--- config.mk ---
export PLATFORM = sky130hd
export DESIGN_NAME = uart_rx_fifo
export DESIGN_NICKNAME = d
export VERILOG_FILES = /design/src/rtl/uart_rx_fifo.sv
export SDC_FILE = /design/constraint.sdc
export NUM_CORES = 1
export LEC_CHECK = 0
export CAP_MARGIN = 20
export CELL_PAD_IN_SITES_DETAIL_PLACEMENT = 0
export CELL_PAD_IN_SITES_GLOBAL_PLACEMENT = 1
export CORE_MARGIN = 2
export CORE_UTILIZATION = 50
export DETAILED_ROUTE_END_ITERATION = 10
export PLACE_DENSITY = 0.81
export SETUP_SLACK_MARGIN = 0.2
export SYNTH_ARGS = -nofsm -noshare
export SYNTH_HDL_FRONTEND = slang
export SYNTH_SLANG_ARGS = --single-unit
--- constraint.sdc ---
create_clock -name clk -period 7.56 [get_ports clk]
set_input_delay 1.512 -clock clk [delete_from_list [all_inputs] [get_ports clk]]
set_output_delay 1.512 -clock clk [all_outputs]
set_load 0.1 [all_outputs]
--- src/rtl/uart_rx_fifo.sv ---
// Receive-side FIFO for a UART: buffers received words, tracks occupancy,
// raises a threshold interrupt and a sticky overrun flag on dropped words.
module uart_rx_fifo #(
  parameter int WIDTH = 8,
  parameter int DEPTH = 16,
  parameter int AW    = 4
) (
  input  logic             clk,
  input  logic             arst_n,
  input  logic             en,
  input  logic [WIDTH-1:0] rx_data,
  input  logic             rx_valid,
  input  logic             rd_en,
  output logic [WIDTH-1:0] rd_data,
  output logic             rd_valid,
  output logic             empty,
  output logic             full,
  output logic [AW:0]      count,
  input  logic [AW:0]      thresh,
  output logic             irq,
  output logic             overrun,
  input  logic             clr_ovr
);

  localparam logic [AW:0] C_DEPTH = (AW+1)'(DEPTH);

  logic [WIDTH-1:0] r_mem [DEPTH];
  logic [AW-1:0]    r_wptr;
  logic [AW-1:0]    r_rptr;
  logic [AW:0]      r_count;
  logic [WIDTH-1:0] r_rd_data;
  logic             r_rd_valid;
  logic             r_overrun;
  logic             r_irq;

  logic             w_empty;
  logic             w_full;
  logic             w_rd_acc;
  logic             w_wr_acc;
  logic             w_drop;
  logic [AW:0]      w_count_next;

  assign w_empty  = (r_count == '0);
  assign w_full   = (r_count == C_DEPTH);
  // A read never completes on an empty FIFO, even if a write lands this cycle.
  assign w_rd_acc = rd_en && !w_empty;
  assign w_wr_acc = rx_valid && en && (!w_full || w_rd_acc);
  assign w_drop   = rx_valid && en && w_full && !w_rd_acc;

  always_comb begin
    w_count_next = r_count;
    if (w_wr_acc && !w_rd_acc) begin
      w_count_next = r_count + (AW+1)'(1);
    end else if (w_rd_acc && !w_wr_acc) begin
      w_count_next = r_count - (AW+1)'(1);
    end
  end

  // Storage carries no reset so it can map onto block RAM.
  always_ff @(posedge clk) begin
    if (w_wr_acc) begin
      r_mem[r_wptr] <= rx_data;
    end
  end

  always_ff @(posedge clk or negedge arst_n) begin
    if (!arst_n) begin
      r_wptr     <= '0;
      r_rptr     <= '0;
      r_count    <= '0;
      r_rd_data  <= '0;
      r_rd_valid <= 1'b0;
      r_overrun  <= 1'b0;
      r_irq      <= 1'b0;
    end else begin
      r_count    <= w_count_next;
      r_rd_valid <= w_rd_acc;
      r_irq      <= (w_count_next >= thresh) && (thresh != '0);
      if (w_wr_acc) begin
        r_wptr <= r_wptr + AW'(1);
      end
      if (w_rd_acc) begin
        r_rd_data <= r_mem[r_rptr];
        r_rptr    <= r_rptr + AW'(1);
      end
      // Set has priority over clear so a drop is never lost.
      if (w_drop) begin
        r_overrun <= 1'b1;
      end else if (clr_ovr) begin
        r_overrun <= 1'b0;
      end
    end
  end

  assign rd_data  = r_rd_data;
  assign rd_valid = r_rd_valid;
  assign empty    = w_empty;
  assign full     = w_full;
  assign count    = r_count;
  assign irq      = r_irq;
  assign overrun  = r_overrun;

endmodule

======== Word-level counts from Yosys, hierarchy flattened ========
Memory sizes are Yosys's and may differ from the RTL's. A register that Yosys moved wholly into a read port is not among the register bits.
Index checks and enable logic that the tools add are counted.
cells by class
  div/mod/pow operators ................... 0
  $add $sub $neg .......................... 4
  bitwise gates (word level) .............. 0
  multiply operators ...................... 0
  reductions and logical operators ........ 17
  eq/ne operators ......................... 1
  $lt $le $gt $ge ......................... 1
  multiplexer cells ....................... 6
  shift operators ......................... 0
operators with widths
  cell                   count
  $mux W5                2
  $add A4 B1 Y4 const B  2
  $logic_and A1 B1 Y1    8
  $add A5 B1 Y5 const B  1
  $eq A5 B5 Y1 const B   1
  $ge A5 B5 Y1           1
  $logic_not A1 Y1       5
  $logic_not A5 Y1       1
  $reduce_bool A5 Y1     1
  $sub A5 B1 Y5 const B  1
  $mux W1                4
  $reduce_bool A2 Y1     1
  $logic_or A1 B1 Y1     1
storage, ports and cells
  flip-flop bits (word level) ............. 16
  input bits .............................. 19
  ROM bits ................................ 0
  bits in latches ......................... 0
  logic and storage cells ................. 36
  memory bits (writable) .................. 128
  output and inout bits ................... 18
  memories kept ........................... 1
memories
  name   words  width  read ports  clocked after Yosys merged registers in  write ports  RTL line  text
  r_mem  16     8      1           1                                        1            27        logic [WIDTH-1:0] r_mem [DEPTH];

======== Longest topological paths before layout ========
Gate-level depths: netlist (run 1).
  word-level depth ........................ 11
  depth in mapped cells ................... 13
  gate-level depth less buffers ........... 13

======== Worst setup path after synthesis (run 1) ========
OpenSTA, ideal clock, no wires.
  path kind ............................... flip-flop to output port
  start point ............................. register r_count[0] (netlist: count[0])
  end point ............................... output port full
  required time ........................... 6,048 ps
  stages on the path, launching flop included .. 5
  buffers on the path ..................... 0
  arrival ................................. 2,402 ps
  setup slack ............................. 3,646 ps
  cells stage by stage .................... dfrtp_1 -> inv_1 -> ha_1 -> nor3b_1 -> and2_1
on the way
  word-level cells in the longest chain between the ends .. 1
RTL lines
  item                    RTL line  text
  from (decl)             30        logic [AW:0] r_count;
  from (signal assigned)  76        r_count <= w_count_next;
  $eq A5 B5 Y1            44        assign w_full = (r_count == C_DEPTH);
  to (decl)               17        output logic full,
Every way passes these cells.

======== Worst setup path after layout (run 1) ========
Ends and elaborated chain as after synthesis.

==> impl_metrics.toml, run 1 <==
[timing]
max_freq_ghz = 0.222
worst_slew_margin_rel_pct = 34.0
period_needed_ns = 4.51
finalSetupViolations = 0
worst_pin_slew_ns = 0.986
worst_slack_ns = 3.05
final_hold_viol_count = 0
holdWs_ns = 0.520
grt_setup_unrepaired = "no"
final.setup_skew_ns = 0.00668
final-max-slew-violation-count = 0
setup_total_negative_slack_ns = 0
timing.final.crit_share_pct = 59.7

[power_and_ir_drop]
internal_power_mw = 1.95
power_leakage_nw = 2.51
cell_pwr_density_mw_per_mm2 = 399
total_power_mw = 2.92
net_switching_component_of_the_power_uw = 972
comb_power_share_pct = 31.1
vdd.ir_drop.worst_v = 0.000228
seq_power_share_pct = 38.4
power.share.clock_pct = 30.5
swShare_pct = 33.3

[floorplan]
die_area_sq_mm = 0.0133
die-width_um = 115
placement_rows = 40
die_h_um = 115
floorplan.initialDensity_pct = 51.4
core_region_area_sq_mm = 0.0120
boundaryPins = 37

[yosys]
synth-seq-cells = 152
synth_top_cells_by_count = "sky130_fd_sc_hd__edfxtp_1, sky130_fd_sc_hd__mux4_2, sky130_fd_sc_hd__dfrtp_1"
synth.yosys.warnings = 0
synth_cells = 326
synth_edf_count = 128
postSynth.asyncResetShare_pct = 15.8
average_size_of_a_mapped_cell_sq_um = 18.9
dominant_cells_by_area_after_synthesis = "sky130_fd_sc_hd__edfxtp_1, sky130_fd_sc_hd__dfrtp_1, sky130_fd_sc_hd__mux4_2"
synth_top_cell_by_area = "sky130_fd_sc_hd__edfxtp_1"
synthDistinctLibCells = 37
post-synth-top-count-cell = "sky130_fd_sc_hd__edfxtp_1"
mappedNetlistNets = 357
sequential_fraction_of_the_synthesis_area_pct = 71.9
area_fraction_of_the_dominant_cell_type_after_synthesis_pct = 62.2
syn_area_sq_mm = 0.00618
synthFlopType = "sky130_fd_sc_hd__edfxtp_1"

[clocking]
cts-root-buf = "sky130_fd_sc_hd__clkbuf_16"
cts.sink_count = 152
post_cts_hold_buffer_count = 0
cts_buffers = 17
cts_max_level = 4
cts_tree = "done"
cts-root-to-sink-buffers = 2
post_cts_resize_count = 0
clock_insertion_delay_at_the_later_pin_of_the_skew_report_ns = 0.42
cts_setup_buffers = 0
clk_pin_slew_ns = 0.06

[finish]
final_core_utilization_pct = 60.9
area_used_by_multi_input_combinational_logic_sq_mm = 0.00161
num_antenna_cells = 0
fill_cells = 857
layout-drive-gt1-share_pct = 19.4
layout.nets = 405
final_cells = 534
fin_area_sq_mm = 0.00732
area.growth.synth_to_final_pct = 18.5
seq_area_sq_mm = 0.00445

[drt]
drt.antenna.violating_nets = 0
drt_iter0_drc = 277
firstDrtPassIters = 4
detail_route.wirelength_um = 11500
detail_route.drc_violations = 0
routed_wire_length_per_instance_um = 21.5
vias = 3122
avgViaCountPerCell = 5.85

[global_routing]
grt_use_met1_pct = 24.6
globalRoute.busiestLayer = "met2"
gr-usage-met3_pct = 4.16
grt_pass1_wl_um = 17800
grt_max_degree = 36
grt_pass1_vias = 3173
use_met2_pct = 30.5
gr-total-overflow = 0
grt_usage_pct = 18.9
antenna_found_initial = 0

[worst_setup_path]
crit_path_max_fanout = 6
slowest_cell_on_the_critical_path = "sky130_fd_sc_hd__clkdlybuf4s50_1"
critical_path_arrival_ns = 3.00
worst_ep_required_time_ns = 6.05
timing_worst_setup_path_type = "reg -> out"
critical_path.reg2reg.endpoint = "r_mem[3][5]"
worstReg2RegStart = "count[0]"
crit_path_start_kind = "register"
worst_path_dominant_cell_family = "buffers and inverters"
crit_path_end_kind = "output port"
largest_incremental_delay_on_the_critical_path_ns = 1.12
setup.worst_path.start = "count[0]"
critical_path_buf_inv_count = 2
ff2ff_setup_slack_ns = 4.40
timing.critical_path.cells = "inv_1 -> ha_1 -> nor3b_1 -> and2_1 -> clkdlybuf4s50_1"
r2r.worst_path.cells = 7

[place]
port_buffers = 36
placedInstanceArea_sq_mm = 0.00667
placed_cells_incl_taps = 500
dp_worst_setup_slack_ns = 3.00
dpl.hpwl_um = 7390
place.gp.congestion = 0.805

[flow_run]
maxCapViolCount = 0

[hold_path]
hold_depth = 1
hold_end = "rd_data[7]"
min_from = "rd_data[7]"
min_path_type = "reg -> reg"

[outcome]
run_status = "complete, no violations"
-- worst max-delay path by stage --
stage / to / slack (ns) / depth (start not counted)
2_1_floorplan: full / 3.65 / 4
3_3_place_gp: r_mem[3][1] / 3.17 / 5
3_5_place_dp: r_mem[3][1] / 3.00 / 5
4_1_cts: full / 3.02 / 5
5_1_grt: full / 2.83 / 5
6_report: full / 3.05 / 5
-- power groups by stage --
| stage | clock, mW | combinational [mW] | sequential (mW) |
|---|---|---|---|
| after floorplan | 0 | 0.523 | 1.32 |
| after global placement | 0 | 0.897 | 1.14 |
| after detailed placement | 0 | 0.912 | 1.14 |
| after CTS | 0.906 | 0.918 | 1.12 |
| after global routing | 0.941 | 0.966 | 1.14 |
| final | 0.890 | 0.909 | 1.12 |
-- layout make-up --
| class | count | area share, % |
|---|---|---|
| multi-input combinational | 150 | 22.0 |
| tap | 147 | 2.51 |
| inverter | 10 | 0.513 |
| clock buffer | 18 | 5.86 |
| timing repair buffer | 43 | 5.57 |
| clock inverter | 14 | 2.80 |
| sequential | 152 | 60.8 |
-- flip-flops by register name, summed over array words and instances (netlist names) --
signal    cells
r_mem       128
rd_data       8
count         5
r_rptr        4
r_wptr        4
irq           1
overrun       1
rd_valid      1
-- layer usage --
metal	part of all wire, %	vias up
li1	-	1407
met1	41	1585
met2	50	109
met3	6.8	21
met4	2.4	0
met5	0	-
-- logic make-up (layout without fill, tap and decap cells) --
logic type,count (synthesis),after routing,synth area share (%)
fa+ha+maj,12,12,2.43
buf+inv,24,85,2.03
compound gates,34,34,4.05
mux,40,40,13.5
xor+xnor,10,10,1.42
flops,152,152,71.9
simple gates,54,54,4.64
-- cells in the final DEF (no fill, tap or decap), types with 6 or more instances in the layout --
cell type,synthesis,layout
sky130_fd_sc_hd__clkdlybuf4s50_1,0,36
sky130_fd_sc_hd__clkbuf_16,0,17
sky130_fd_sc_hd__o21ai_0,9,9
sky130_fd_sc_hd__ha_1,12,12
sky130_fd_sc_hd__nor2_1,14,14
sky130_fd_sc_hd__nand2_1,14,14
sky130_fd_sc_hd__xnor2_1,9,9
sky130_fd_sc_hd__edfxtp_1,128,128
sky130_fd_sc_hd__nor3_1,6,6
sky130_fd_sc_hd__mux4_1,6,6
sky130_fd_sc_hd__a22o_1,8,8
sky130_fd_sc_hd__dfrtp_1,24,22
sky130_fd_sc_hd__mux2_2,8,8
sky130_fd_sc_hd__inv_1,9,9
sky130_fd_sc_hd__a221o_1,8,8
sky130_fd_sc_hd__mux4_2,26,26
Note: power is estimated with default switching activity, not from simulation.
==> inputs of run 2 (changes only) <==
- clock period: 7.56 -> 4.6 ns (I/O delays scaled with it)
==> impl_metrics.toml, run 2 (synthesized netlist as in run 1, its figures left out) <==
[finish]
final_core_utilization_pct = 60.8
layout_common_cells = "sky130_fd_sc_hd__edfxtp_1, sky130_fd_sc_hd__clkdlybuf4s50_1, sky130_fd_sc_hd__mux4_2, sky130_fd_sc_hd__dfrtp_1, sky130_fd_sc_hd__clkbuf_16"
layout.nets = 405
largest_register = "r_mem"
largest_register_ff_count = 128
num_antenna_cells = 0
area.growth.synth_to_final_pct = 18.3
most_common_cell_after_layout_fill_and_taps_aside = "sky130_fd_sc_hd__edfxtp_1"
fill_cells = 879
layout-drive-gt1-share_pct = 20.4

[clocking]
cts_buffers = 17
post_cts_hold_buffer_count = 0
cts.sink_count = 152
cts_max_level = 4
clk_pin_slew_ns = 0.06
post_cts_resize_count = 0
clock_insertion_delay_at_the_later_pin_of_the_skew_report_ns = 0.42
cts-root-to-sink-buffers = 2
cts-root-buf = "sky130_fd_sc_hd__clkbuf_16"
cts_setup_buffers = 0
cts_tree = "done"

[worst_setup_path]
crit_path_start_kind = "register"
timing_worst_setup_path_type = "reg -> out"
crit_path_max_fanout = 6
worst_ep_required_time_ns = 3.68
critical_path_arrival_ns = 2.69
crit_path_end_kind = "output port"

[floorplan]
placement_rows = 40
die_h_um = 115
boundaryPins = 37
core_region_area_sq_mm = 0.0120
floorplan.initialDensity_pct = 51.4
die_area_sq_mm = 0.0133
die-width_um = 115

[power_and_ir_drop]
seq_power_share_pct = 39.7
vdd.ir_drop.worst_v = 0.000554
power_leakage_nw = 2.50
cell_pwr_density_mw_per_mm2 = 652
internal_power_mw = 3.11
swShare_pct = 34.6
comb_power_share_pct = 30.4
net_switching_component_of_the_power_mw = 1.65
power.share.clock_pct = 30.0

[outcome]
run_status = "complete, no violations"

[timing]
timing.final.crit_share_pct = 78.4
final_hold_viol_count = 0
worst_slew_margin_rel_pct = 31.1
final-max-slew-violation-count = 0
grt_setup_unrepaired = "no"
worst_pin_slew_ns = 1.03
final.setup_skew_ns = 0.00847
setup_total_negative_slack_ns = 0
period_needed_ns = 3.61
finalSetupViolations = 0
max_freq_ghz = 0.277

[drt]
drt_iter0_drc = 293
vias = 3055
detail_route.wirelength_um = 11600
avgViaCountPerCell = 5.72
firstDrtPassIters = 4
drt.antenna.violating_nets = 0
routed_wire_length_per_instance_um = 21.7
detail_route.drc_violations = 0

[hold_path]
min_path_type = "reg -> reg"

[global_routing]
grt_pass1_vias = 3095
antenna_found_initial = 0
grt_max_degree = 36
grt_pass1_wl_um = 17900
gr-total-overflow = 0
grt_usage_pct = 19.2

[flow_run]
maxCapViolCount = 0

[place]
place.gp.congestion = 0.791
port_buffers = 36
dpl.hpwl_um = 7170
run 2: cell count changes in the layout (fill, tap and decap cells not counted), moves of 2 or more:
cell                         change
sky130_fd_sc_hd__clkinv_1        -2
sky130_fd_sc_hd__inv_8           +4
sky130_fd_sc_hd__clkinvlp_4      +2
sky130_fd_sc_hd__buf_4           +3
sky130_fd_sc_hd__bufinv_16       -2
run 2: final timing paths:
kind                               to  cells after the start  slack [ns]  startpoint
min reg2reg                rd_data[0]                      1        0.52  rd_data[0]
min                        rd_data[0]                      1        0.52  rd_data[0]
max                             empty                      4        0.99    count[0]
min in group asynchronous    count[2]                      2        0.87      arst_n
max reg2reg                       irq                     12        1.49    count[0]
max in group asynchronous   r_rptr[0]                      2        3.45      arst_n
run 2: power groups by stage:
stage	logic [mW]	registers [mW]	clock network [mW]
final	1.45	1.89	1.43
after global routing	1.55	1.92	1.51
after CTS	1.46	1.89	1.45
after detailed placement	1.45	1.92	0
after global placement	1.44	1.91	0
after floorplan	0.859	2.17	0
run 2: per-stage QoR:
stage | total power, mW | worst slack, ns | cell area [sq um] | hold WS [ns] | cells
after detailed placement | 3.37 | 0.938 | 6690 | 0.503 | 502
after CTS | 4.81 | 0.967 | 7300 | 0.518 | 534
after global placement | 3.36 | 0.997 | 6690 | 0.502 | 502
final | 4.76 | 0.991 | 7300 | 0.519 | 534
after global routing | 4.97 | 0.889 | 7300 | 0.529 | 534
after floorplan | 3.03 | 0.709 | 6180 | 0.499 | 326
run 2: layer usage:
metal	routed length (um)	GRT usage, %	vias to the layer above
met5	0	0	-
met4	209	8.03	0
met3	582	5.80	12
met2	5670	29.0	94
met1	5130	26.6	1544
li1	-	-	1405
run 2: final cells by class:
| cell class | instances | area, sq um | share of cell area (%) |
|---|---|---|---|
| multi-input cells | 150 | 1610 | 22.0 |
| clock inverters | 15 | 193 | 2.64 |
| well taps | 147 | 184 | 2.52 |
| inverters | 10 | 37.5 | 0.514 |
| flip-flops and latches | 152 | 4450 | 60.9 |
| clock buffers | 17 | 425 | 5.82 |
| repair buffers | 43 | 410 | 5.62 |
run 2: worst max-delay path, cell delays in order, from the launching register on:
cell and delay, ns:
sky130_fd_sc_hd__dfrtp_1 0.44, sky130_fd_sc_hd__inv_1 0.13, sky130_fd_sc_hd__ha_1 0.20, sky130_fd_sc_hd__nor4b_4 0.31, sky130_fd_sc_hd__clkdlybuf4s50_1 1.20
